===== config.mk =====
export PLATFORM = sky130hd
export DESIGN_NAME = adder_arbiter
export DESIGN_NICKNAME = d
export VERILOG_FILES = /design/src/rtl/adder_arbiter.sv
export SDC_FILE = /design/constraint.sdc
export NUM_CORES = 1
export LEC_CHECK = 0
export ABC_AREA = 1
export CORE_MARGIN = 2
export CORE_UTILIZATION = 30
export DETAILED_ROUTE_END_ITERATION = 10
export PLACE_DENSITY = 0.66
export SLEW_MARGIN = 20
export SYNTH_ARGS = -nofsm -noshare
export SYNTH_HDL_FRONTEND = slang
export SYNTH_SLANG_ARGS = --single-unit

===== constraint.sdc =====
create_clock -name clk -period 2.2 [get_ports clk]
set_clock_uncertainty 0.05 [all_clocks]
set_input_delay 0.44 -clock clk [delete_from_list [all_inputs] [get_ports clk]]
set_output_delay 0.44 -clock clk [all_outputs]
set_load 0.05 [all_outputs]

===== src/rtl/adder_arbiter.sv =====
// Round-robin arbiter sharing one 4-bit ripple nibble adder between two requesters.
// Optional subtract support (A + ~B, carry-in 1) is enabled by defining ADDER_ARB_SUB_EN.

module adder_arbiter_fa (
  input  logic a,
  input  logic b,
  input  logic ci,
  output logic s,
  output logic co
);
  always_comb begin
    s  = a ^ b ^ ci;
    co = (a & b) | (ci & (a ^ b));
  end
endmodule

module adder_arbiter #(
  parameter int unsigned NIBBLES = 4
) (
  input  logic                   clk,
  input  logic                   rst,
  input  logic                   ena,
  input  logic                   req0_valid,
  output logic                   req0_ready,
  input  logic [4*NIBBLES-1:0]   req0_a,
  input  logic [4*NIBBLES-1:0]   req0_b,
`ifdef ADDER_ARB_SUB_EN
  input  logic                   req0_sub,
  input  logic                   req1_sub,
`endif
  input  logic                   req1_valid,
  output logic                   req1_ready,
  input  logic [4*NIBBLES-1:0]   req1_a,
  input  logic [4*NIBBLES-1:0]   req1_b,
  output logic                   rsp_valid,
  input  logic                   rsp_ready,
  output logic [4*NIBBLES-1:0]   rsp_sum,
  output logic                   rsp_cout,
  output logic                   rsp_id
);

  localparam int W     = 4 * NIBBLES;
  localparam int IDX_W = (NIBBLES > 1) ? $clog2(NIBBLES) : 1;
  localparam logic [IDX_W-1:0] LAST = IDX_W'(NIBBLES - 1);

  localparam logic [1:0] S_IDLE = 2'd0;
  localparam logic [1:0] S_ADD  = 2'd1;
  localparam logic [1:0] S_DONE = 2'd2;

  logic [1:0]       state;
  logic             ptr;
  logic             carry_reg;
  logic [IDX_W-1:0] idx;
  logic [W-1:0]     a_reg;
  logic [W-1:0]     b_reg;
  logic [W-1:0]     acc;
  logic             id_reg;

  logic             grant_any;
  logic             grant_id;
  logic             sel_sub;
  logic [W-1:0]     sel_a;
  logic [W-1:0]     sel_b;

  logic [3:0]       nib_s;
  logic [4:0]       nib_c;
  logic [W+3:0]     acc_cat;
  logic [W-1:0]     acc_next;

  // Arbitration: a lone valid wins, otherwise ptr picks the winner.
  always_comb begin
    grant_any  = ena & (state == S_IDLE) & (req0_valid | req1_valid);
    grant_id   = (req0_valid & req1_valid) ? ptr : req1_valid;
    req0_ready = grant_any & ~grant_id;
    req1_ready = grant_any & grant_id;
    sel_a      = grant_id ? req1_a : req0_a;
    sel_b      = grant_id ? req1_b : req0_b;
`ifdef ADDER_ARB_SUB_EN
    sel_sub    = grant_id ? req1_sub : req0_sub;
`else
    sel_sub    = 1'b0;
`endif
  end

  assign nib_c[0] = carry_reg;

  for (genvar g = 0; g < 4; g++) begin : g_fa
    adder_arbiter_fa u_fa (
      .a  (a_reg[g]),
      .b  (b_reg[g]),
      .ci (nib_c[g]),
      .s  (nib_s[g]),
      .co (nib_c[g+1])
    );
  end

  // Operands shift down one nibble per step; sum nibbles shift in from the top.
  always_comb begin
    acc_cat  = {nib_s, acc};
    acc_next = acc_cat[W+3:4];
  end

  always_comb begin
    rsp_valid = ena & (state == S_DONE);
  end

  always_ff @(posedge clk or posedge rst) begin
    if (rst) begin
      state     <= S_IDLE;
      ptr       <= 1'b0;
      carry_reg <= 1'b0;
      idx       <= '0;
      a_reg     <= '0;
      b_reg     <= '0;
      acc       <= '0;
      id_reg    <= 1'b0;
      rsp_sum   <= '0;
      rsp_cout  <= 1'b0;
      rsp_id    <= 1'b0;
    end else if (ena) begin
      case (state)
        S_IDLE: begin
          if (grant_any) begin
            a_reg     <= sel_a;
            b_reg     <= sel_b ^ {W{sel_sub}};
            carry_reg <= sel_sub;
            idx       <= '0;
            id_reg    <= grant_id;
            state     <= S_ADD;
          end
        end
        S_ADD: begin
          a_reg     <= a_reg >> 4;
          b_reg     <= b_reg >> 4;
          acc       <= acc_next;
          carry_reg <= nib_c[4];
          idx       <= idx + 1'b1;
          if (idx == LAST) begin
            rsp_sum  <= acc_next;
            rsp_cout <= nib_c[4];
            rsp_id   <= id_reg;
            state    <= S_DONE;
          end
        end
        S_DONE: begin
          if (rsp_ready) begin
            ptr   <= ~id_reg;
            state <= S_IDLE;
          end
        end
        default: state <= S_IDLE;
      endcase
    end
  end

endmodule

==> results of run 1 <==
## per-stage QoR
| stage | util [%] | hold WS (ns) |
|---|---|---|
| after floorplan | - | 0.385 |
| after global placement | 39.6 | 0.392 |
| after detailed placement | 39.6 | 0.408 |
| after CTS | 42.2 | 0.423 |
| after global routing | 42.5 | 0.447 |
| final | 42.5 | 0.418 |
## timing repair
| action | CTS | global route |
|---|---|---|
| resized for setup | 6 | 4 |
| buffers inserted | 3 | 4 |
| endpoints found under the setup margin | 4 | 4 |
| pin swaps | 3 | 4 |
## placed cells by master (no fill, tap or decap)
| master | count |
|---|---|
| nand2_1 | 179 |
| clkdlybuf4s50_1 | 86 |
| nand3_1 | 69 |
| dfrtp_1 | 69 |
| nor2_1 | 28 |
| a21oi_1 | 26 |
| buf_4 | 18 |
| inv_1 | 17 |
| o21ai_2 | 14 |
| o21ai_0 | 13 |
| inv_2 | 9 |
| clkbuf_16 | 9 |
| buf_12 | 7 |
| nand2_4 | 4 |
| clkinvlp_4 | 3 |
| fa_2 | 3 |
| inv_4 | 2 |
| clkinv_4 | 2 |
| clkinv_2 | 2 |
| nor2_4 | 1 |
| nand2_2 | 1 |
| nand3_2 | 1 |
| o21ai_1 | 1 |
| o22ai_1 | 1 |
| or2_2 | 1 |
| fa_1 | 1 |
| ha_1 | 1 |
| inv_6 | 1 |
| dlygate4sd2_1 | 1 |
## metal layers
layer	vias to the layer above	routed length, um
met4	0	69
met1	1532	4000
met2	84	4270
met5	-	0
met3	6	385
li1	1688	-
## worst paths after layout
kind,slack (ns),from,end
max in group asynchronous,1.27,rst,acc[10]$_DFFE_PP0P_
min in group asynchronous,0.49,rst,rsp_sum[0]$_DFFE_PP0P_
min,0.42,rsp_sum[2]$_DFFE_PP0P_,rsp_sum[2]$_DFFE_PP0P_
max,0.06,b_reg[0]$_DFFE_PP0P_,rsp_sum[15]$_DFFE_PP0P_
min reg2reg,0.42,rsp_sum[2]$_DFFE_PP0P_,rsp_sum[2]$_DFFE_PP0P_
max reg2reg,0.06,b_reg[0]$_DFFE_PP0P_,rsp_sum[15]$_DFFE_PP0P_
## cells by family (layout without fill, tap and decap cells)
logic type	after synthesis	in the layout	share of synthesized area, %
AND/OR/NAND/NOR	284	284	32.7
flip-flops	69	69	47.1
buffers and inverters	58	157	8.68
AO/OA/AOI/OAI	55	55	8.99
adder cells (fa/ha/maj)	5	5	2.53
## worst max-delay path: stages (launching register included)
cell,delay (ns)
dfrtp_1,0.39
inv_2,0.07
fa_2,0.19
inv_2,0.04
fa_2,0.35
fa_2,0.36
inv_2,0.06
fa_1,0.43
o21ai_2,0.12
## final cells by class
class                      count  area, sq um
clock buffer                   9          225
clock inverter                 7         51.3
fill                        1219         6880
inverter                      29          118
multi-input combinational    344         1630
sequential                    69         1730
tap                          147          184
timing repair buffer         112         1140
## power breakdown
part,internal [mW],switching [mW]
registers,1.85,0.344
logic,1.34,2.17
clock network,0.765,0.551
==> qor.yml, run 1 <==
synth:
  synth_common_cells: "nand2_1, nand3_1, dfrtp_1"
  synth_cell_types: 21
  synth.ff_latch_count: 69
  syn_inst: 471
  synth_area_per_cell_sq_um: 7.78
  netlist_area_sq_mm: 0.00366
  synthArstFlopShare_pct: 100
  synth_top_area_share_pct: 47.1
  yosys_warnings: 0
  yosysMostFrequentCell: "nand2_1"
  synth_edf_count: 0
  yosys-top-cells-area: "dfrtp_1, nand2_1, nand3_1"
  synthFlopType: "dfrtp_1"
  synth_fp_nets: 546
  synth_top_area_cell: "dfrtp_1"
  synth_seq_area_share_pct: 47.1
placed_design:
  place_area_sq_mm: 0.00474
  port_buffers: 90
  dp_slack_ns: -0.150
  gp_congestion: 0.783
  dp.cells: 694
  place_hpwl_mm: 6.15
grt:
  antenna_found_initial: 0
  met1_usage_pct: 18.9
  grt-ovfl-total: 0
  grt_busiest_layer: "met2"
  grt_max_degree: 70
  grt_pass1_vias: 3200
  gr-usage-met3_pct: 2.44
  grt_pass1_wl_mm: 14.9
  use_met2_pct: 23.2
  grtUsageTotal_pct: 14.0
drt:
  first_iter_violations: 257
  viasPerCell: 4.62
  wl_per_cell_um: 12.2
  drt_wl_total_mm: 8.72
  ant_nets: 0
  first_pass_iters: 4
  route.detailed.drc: 0
  num_vias: 3310
setup_path:
  path_class: "reg2reg"
  worstPathMaxFanout: 2
  arrival_ns: 2.34
  required_ns: 2.40
  worstSetupStartpointType: "flip-flop"
  r2r_cells: 8
  end_kind: "flip-flop"
clock_tree:
  numCtsBuffers: 9
  cts_hold_buffers: 0
  clk_latency_ns: 0.33
  cts_max_level: 3
  clock-root-buffer: "clkbuf_16"
  clock_sinks: 69
  cts_tree: "done"
  clock_path_buffers: 2
  clk_pin_slew_worst_paths_ns: 0.06
die:
  dieHeight_um: 114
  core.rowCount: 40
  initial_core_util_pct: 30.6
  io-pin-count: 91
  die_w_um: 114
  core_sq_mm: 0.0120
  dieArea_sq_mm: 0.0131
pwr:
  peakVddDrop_uv: 499
  power_mw: 7.02
  p_leak_nw: 2.47
  p_per_area_mw_per_mm2: 1380
cells_and_area:
  antenna_cells: 0
  drive_gt1_share_pct: 13.7
  area_delta_synth_final_pct: 38.7
  finalInstanceArea_sq_mm: 0.00508
  nNetsFinal: 640
  fin_cells: 717
sta:
  finalSetupTns_ns: 0
  clock.fmax_mhz: 467
  fin_ws_ns: 0.0605
  post-route-min-period_ns: 2.14
  rsz0062_at_grt: "yes"
  slew_headroom_pct: 64.9
  drv_slew: 0
  setup_viol: 0
  tightest_slew_ns: 0.525
  final.period_utilization_pct: 97.3
  hold_viol_final: 0
status:
  status: "complete, no violations"
run:
  drv_cap: 0
worst_hold_path:
  hold_depth: 2
  hold_class: "reg2reg"
Note: power is estimated with default switching activity, not from simulation.
==> run 2: changes to the inputs <==
--- a/config.mk
+++ b/config.mk
@@ -5,11 +5,11 @@
 export SDC_FILE = /design/constraint.sdc
 export NUM_CORES = 1
 export LEC_CHECK = 0
-export ABC_AREA = 1
 export CORE_MARGIN = 2
 export CORE_UTILIZATION = 30
 export DETAILED_ROUTE_END_ITERATION = 10
-export PLACE_DENSITY = 0.66
+export PLACE_DENSITY = 0.67
+export REMOVE_ABC_BUFFERS = 1
 export SLEW_MARGIN = 20
 export SYNTH_ARGS = -nofsm -noshare
 export SYNTH_HDL_FRONTEND = slang
==> constraint.sdc (replaced) <==
create_clock -name clk -period 2.2 [get_ports clk]
set_clock_uncertainty 0.05 [all_clocks]
set_input_delay 0.44 -clock clk [delete_from_list [all_inputs] [get_ports clk]]
set_output_delay 0.44 -clock clk [all_outputs]
set_load 0.02 [all_outputs]
==> run 2 against run 1 <==
  * First-iteration DRC count shrank 32%
  * Hold slack gained 0.012 ns
  * Sequential power shrank 6%
  * Largest power group unchanged
  * Critical path type is now in2out
  * Sequential share of layout area grew 2.8 points
  * Register-to-register slack gained 0.02 ns
  * Critical endpoint is now req1_ready
==> qor.yml, run 2 <==
drt:
  drt_wl_total_mm: 8.17  # -6.3%
  ant_nets: 0  # unchanged
  wl_met3_um: 478  # +24%
  topRoutingLayerUsed: "met4"
  viasPerCell: 4.79  # +3.8%
  dr_wl_met2_mm: 3.91  # -8.3%
  first_pass_iters: 4  # unchanged
  wl_per_cell_um: 14.9  # +23%
  first_iter_violations: 176  # -32%
  route.detailed.drc: 0  # unchanged
  drt-met1-wl_mm: 3.58  # -10%
  num_vias: 2620  # -21%
cells_and_area:
  nNetsFinal: 477  # -25%
  layout_commonest_cell: "clkdlybuf4s50_1"
  drive_gt1_share_pct: 21.9  # +8.2 points
  area_delta_synth_final_pct: 42.8
  finalInstanceArea_sq_mm: 0.00469  # -7.6%
  fin_cells: 547  # -24%
  antenna_cells: 0  # unchanged
  most-common-layout-cells: "clkdlybuf4s50_1, dfrtp_1, nand2_1, a21oi_1, nor2_1"
grt:
  grt_pass1_vias: 2703  # -16%
  grtUsageTotal_pct: 14.8  # +0.78 points
  grt-ovfl-total: 0  # unchanged
  grt_max_degree: 70  # unchanged
  grt_pass1_wl_mm: 13.2  # -11%
  antenna_found_initial: 0  # unchanged
synth:
  netlist_area_sq_mm: 0.00329  # -10%
  yosys-top-cells-area: "dfrtp_1, a31o_2, o31ai_1"
  syn_inst: 307  # -35%
  synth_compound_area_share_pct: 20.6  # +12 points
  synth_area_per_cell_sq_um: 10.7  # +38%
  synth_common_cells: "dfrtp_1, nand2_1, a21oi_1, nor2_1"
  muxShareOfSynthArea_pct: 8.91  # +8.9 points
  yosysMostFrequentCell: "dfrtp_1"
  synth_edf_count: 0  # unchanged
  synth.ff_latch_count: 69  # unchanged
  synthAdderAreaFrac_pct: 2.82  # +0.29 points
  synth_simple_gate_area_share_pct: 9.21  # -23 points
  synth_seq_area_share_pct: 52.5  # +5.4 points
  synthArstFlopShare_pct: 100  # unchanged
  synth_top_area_share_pct: 52.5  # +5.4 points
  synthFlopType: "dfrtp_1"
  synth_top_area_cell: "dfrtp_1"
  synth_cell_types: 27  # +29%
  yosys_warnings: 0  # unchanged
  synth-xor-area-share_pct: 0  # unchanged
  synth_top_family_by_area: "compound AO/OA/AOI/OAI gates"
pwr:
  p_leak_nw: 2.06  # -17%
  peakVddDrop_uv: 587  # +18%
  p_per_area_mw_per_mm2: 1210  # -12%
sta:
  clock.fmax_mhz: 461  # -1.3%
  tightest_slew_ns: 0.441  # -0.0844 ns
  final.period_utilization_pct: 98.5  # +1.3 points
  slew_headroom_pct: 70.5  # +5.6 points
  finalSetupTns_ns: 0  # unchanged
  rsz0062_at_grt: "yes"
  post-route-min-period_ns: 2.17  # +0.0286 ns
  hold_viol_final: 0  # unchanged
  fin_ws_ns: 0.0319  # -0.0286 ns
  drv_slew: 0  # unchanged
  setup_viol: 0  # unchanged
clock_tree:
  numCtsBuffers: 9  # unchanged
  clock_path_buffers: 2  # unchanged
  cts_tree: "done"
  clk_latency_ns: 0.34  # about the same
  clock_sinks: 69  # unchanged
  clock-root-buffer: "clkbuf_8"
  cts_max_level: 3  # unchanged
  clk_pin_slew_worst_paths_ns: 0.08  # +0.02 ns
setup_path:
  cp_cell_sequence: "clkdlybuf4s50_1 > nor3b_2 > and3_2 > clkdlybuf4s15_2"
  r2r_slack_ns: 0.08  # +0.02 ns
  worstSetupStartpointType: "input port"
  cp_slowest_cell: "clkdlybuf4s50_1"
  slowest_delay_ns: 0.47  # +0.04 ns
  required_ns: 1.71  # -0.69 ns
  end_kind: "primary output"
  arrival_ns: 1.68  # -0.66 ns
  worstPathMaxFanout: 3  # +1
  path_class: "in2out"
die:
  dieHeight_um: 109  # -5.1%
  initial_core_util_pct: 30.6  # about the same
  io-pin-count: 91  # unchanged
  dieArea_sq_mm: 0.0118  # -9.9%
  die_w_um: 109  # -5.1%
  core_sq_mm: 0.0107  # -10%
  core.rowCount: 38  # -5.0%
placed_design:
  gp_congestion: 0.758  # -3.3%
  dp_slack_ns: -0.455  # -0.305 ns
  port_buffers: 90  # unchanged
  dp.cells: 529  # -24%
  place_hpwl_mm: 5.82  # -5.4%
  place_area_sq_mm: 0.00444  # -6.4%
run:
  drv_cap: 0  # unchanged
status:
  status: "complete, no violations"
worst_hold_path:
  hold_class: "in2async"
[run 2: changes by cell type after synthesis, sizes merged, moves of 2 or more]
cell    before  now
a222oi       0    8
and3         0    2
mux2         0   26
o31ai        0   24
clkbuf       4    7
a31o         0   24
buf         25   18
inv         29   17
nand2      184   38
o21ai       28   10
nand3       70    1
nor2        29   25
[run 2: path summary, 6_finish.rpt]
kind | start | to | depth (start not counted)
worst max-delay path | ena | req1_ready | 4
worst min-delay path | rst | rsp_sum[2]$_DFFE_PP0P_ | 3
worst max register to register | carry_reg$_DFFE_PP0P_ | acc[15]$_DFFE_PP0P_ | 8
worst min register to register | b_reg[3]$_DFFE_PP0P_ | b_reg[3]$_DFFE_PP0P_ | 2
max in group asynchronous | rst | b_reg[7]$_DFFE_PP0P_ | 3
min in group clk | b_reg[3]$_DFFE_PP0P_ | b_reg[3]$_DFFE_PP0P_ | 2
[run 2: critical path: cells and delay by family]
| kind | cells | cell delay [ns] |
|---|---|---|
| buffers and inverters | 2 | 0.75 |
| and+or+nand+nor | 2 | 0.49 |
[run 2: where the power goes]
group / total [mW] / internal [mW] / switching [mW] / leakage, nW
logic: 2.45 / 1.26 / 1.19 / 1.06
clock network: 1.16 / 0.667 / 0.490 / 0.112
registers: 2.07 / 1.78 / 0.293 / 0.885
[run 2: repair_timing]
action | in CTS | in global routing
resized for setup | 13 | 6
setup buffers | 0 | 2
hold buffers | 0 | 0
cloned | 0 | 0
setup endpoints to repair | 5 | 4
hold endpoints to repair | 0 | 0
pin swaps | 2 | 4
[run 2: cells by family after synthesis]
| family | count (synthesis) |
|---|---|
| AO/OA/AOI/OAI | 94 |
| adder cells (fa/ha/maj) | 5 |
| multiplexers | 26 |
| flip-flops | 69 |
| AND/OR/NAND/NOR | 70 |
| buffers and inverters | 43 |
[run 2: stage by stage]
stage	hold slack (ns)	util [%]	power, mW
after global placement	0.411	41.3	4.44
after CTS	0.433	43.5	5.74
after global routing	0.453	43.7	6.12
final	0.430	43.7	5.68
after detailed placement	0.416	41.3	4.55
after floorplan	0.399	-	3.52
[run 2: per-layer routing]
| layer | vias up | global-route usage [%] |
|---|---|---|
| li1 | 1291 | - |
| met1 | 1231 | 17.8 |
| met2 | 83 | 25.0 |
| met3 | 15 | 4.18 |
| met4 | 0 | 6.04 |
| met5 | - | 0 |
[run 2: area by class of cell]
class	instances	area, sq um
sequential	69	1730
multi-input combinational	195	1390
inverter	18	67.6
clock inverter	6	86.3
fill	1057	6050
clock buffer	10	138
timing repair buffer	109	1110
tap	140	175
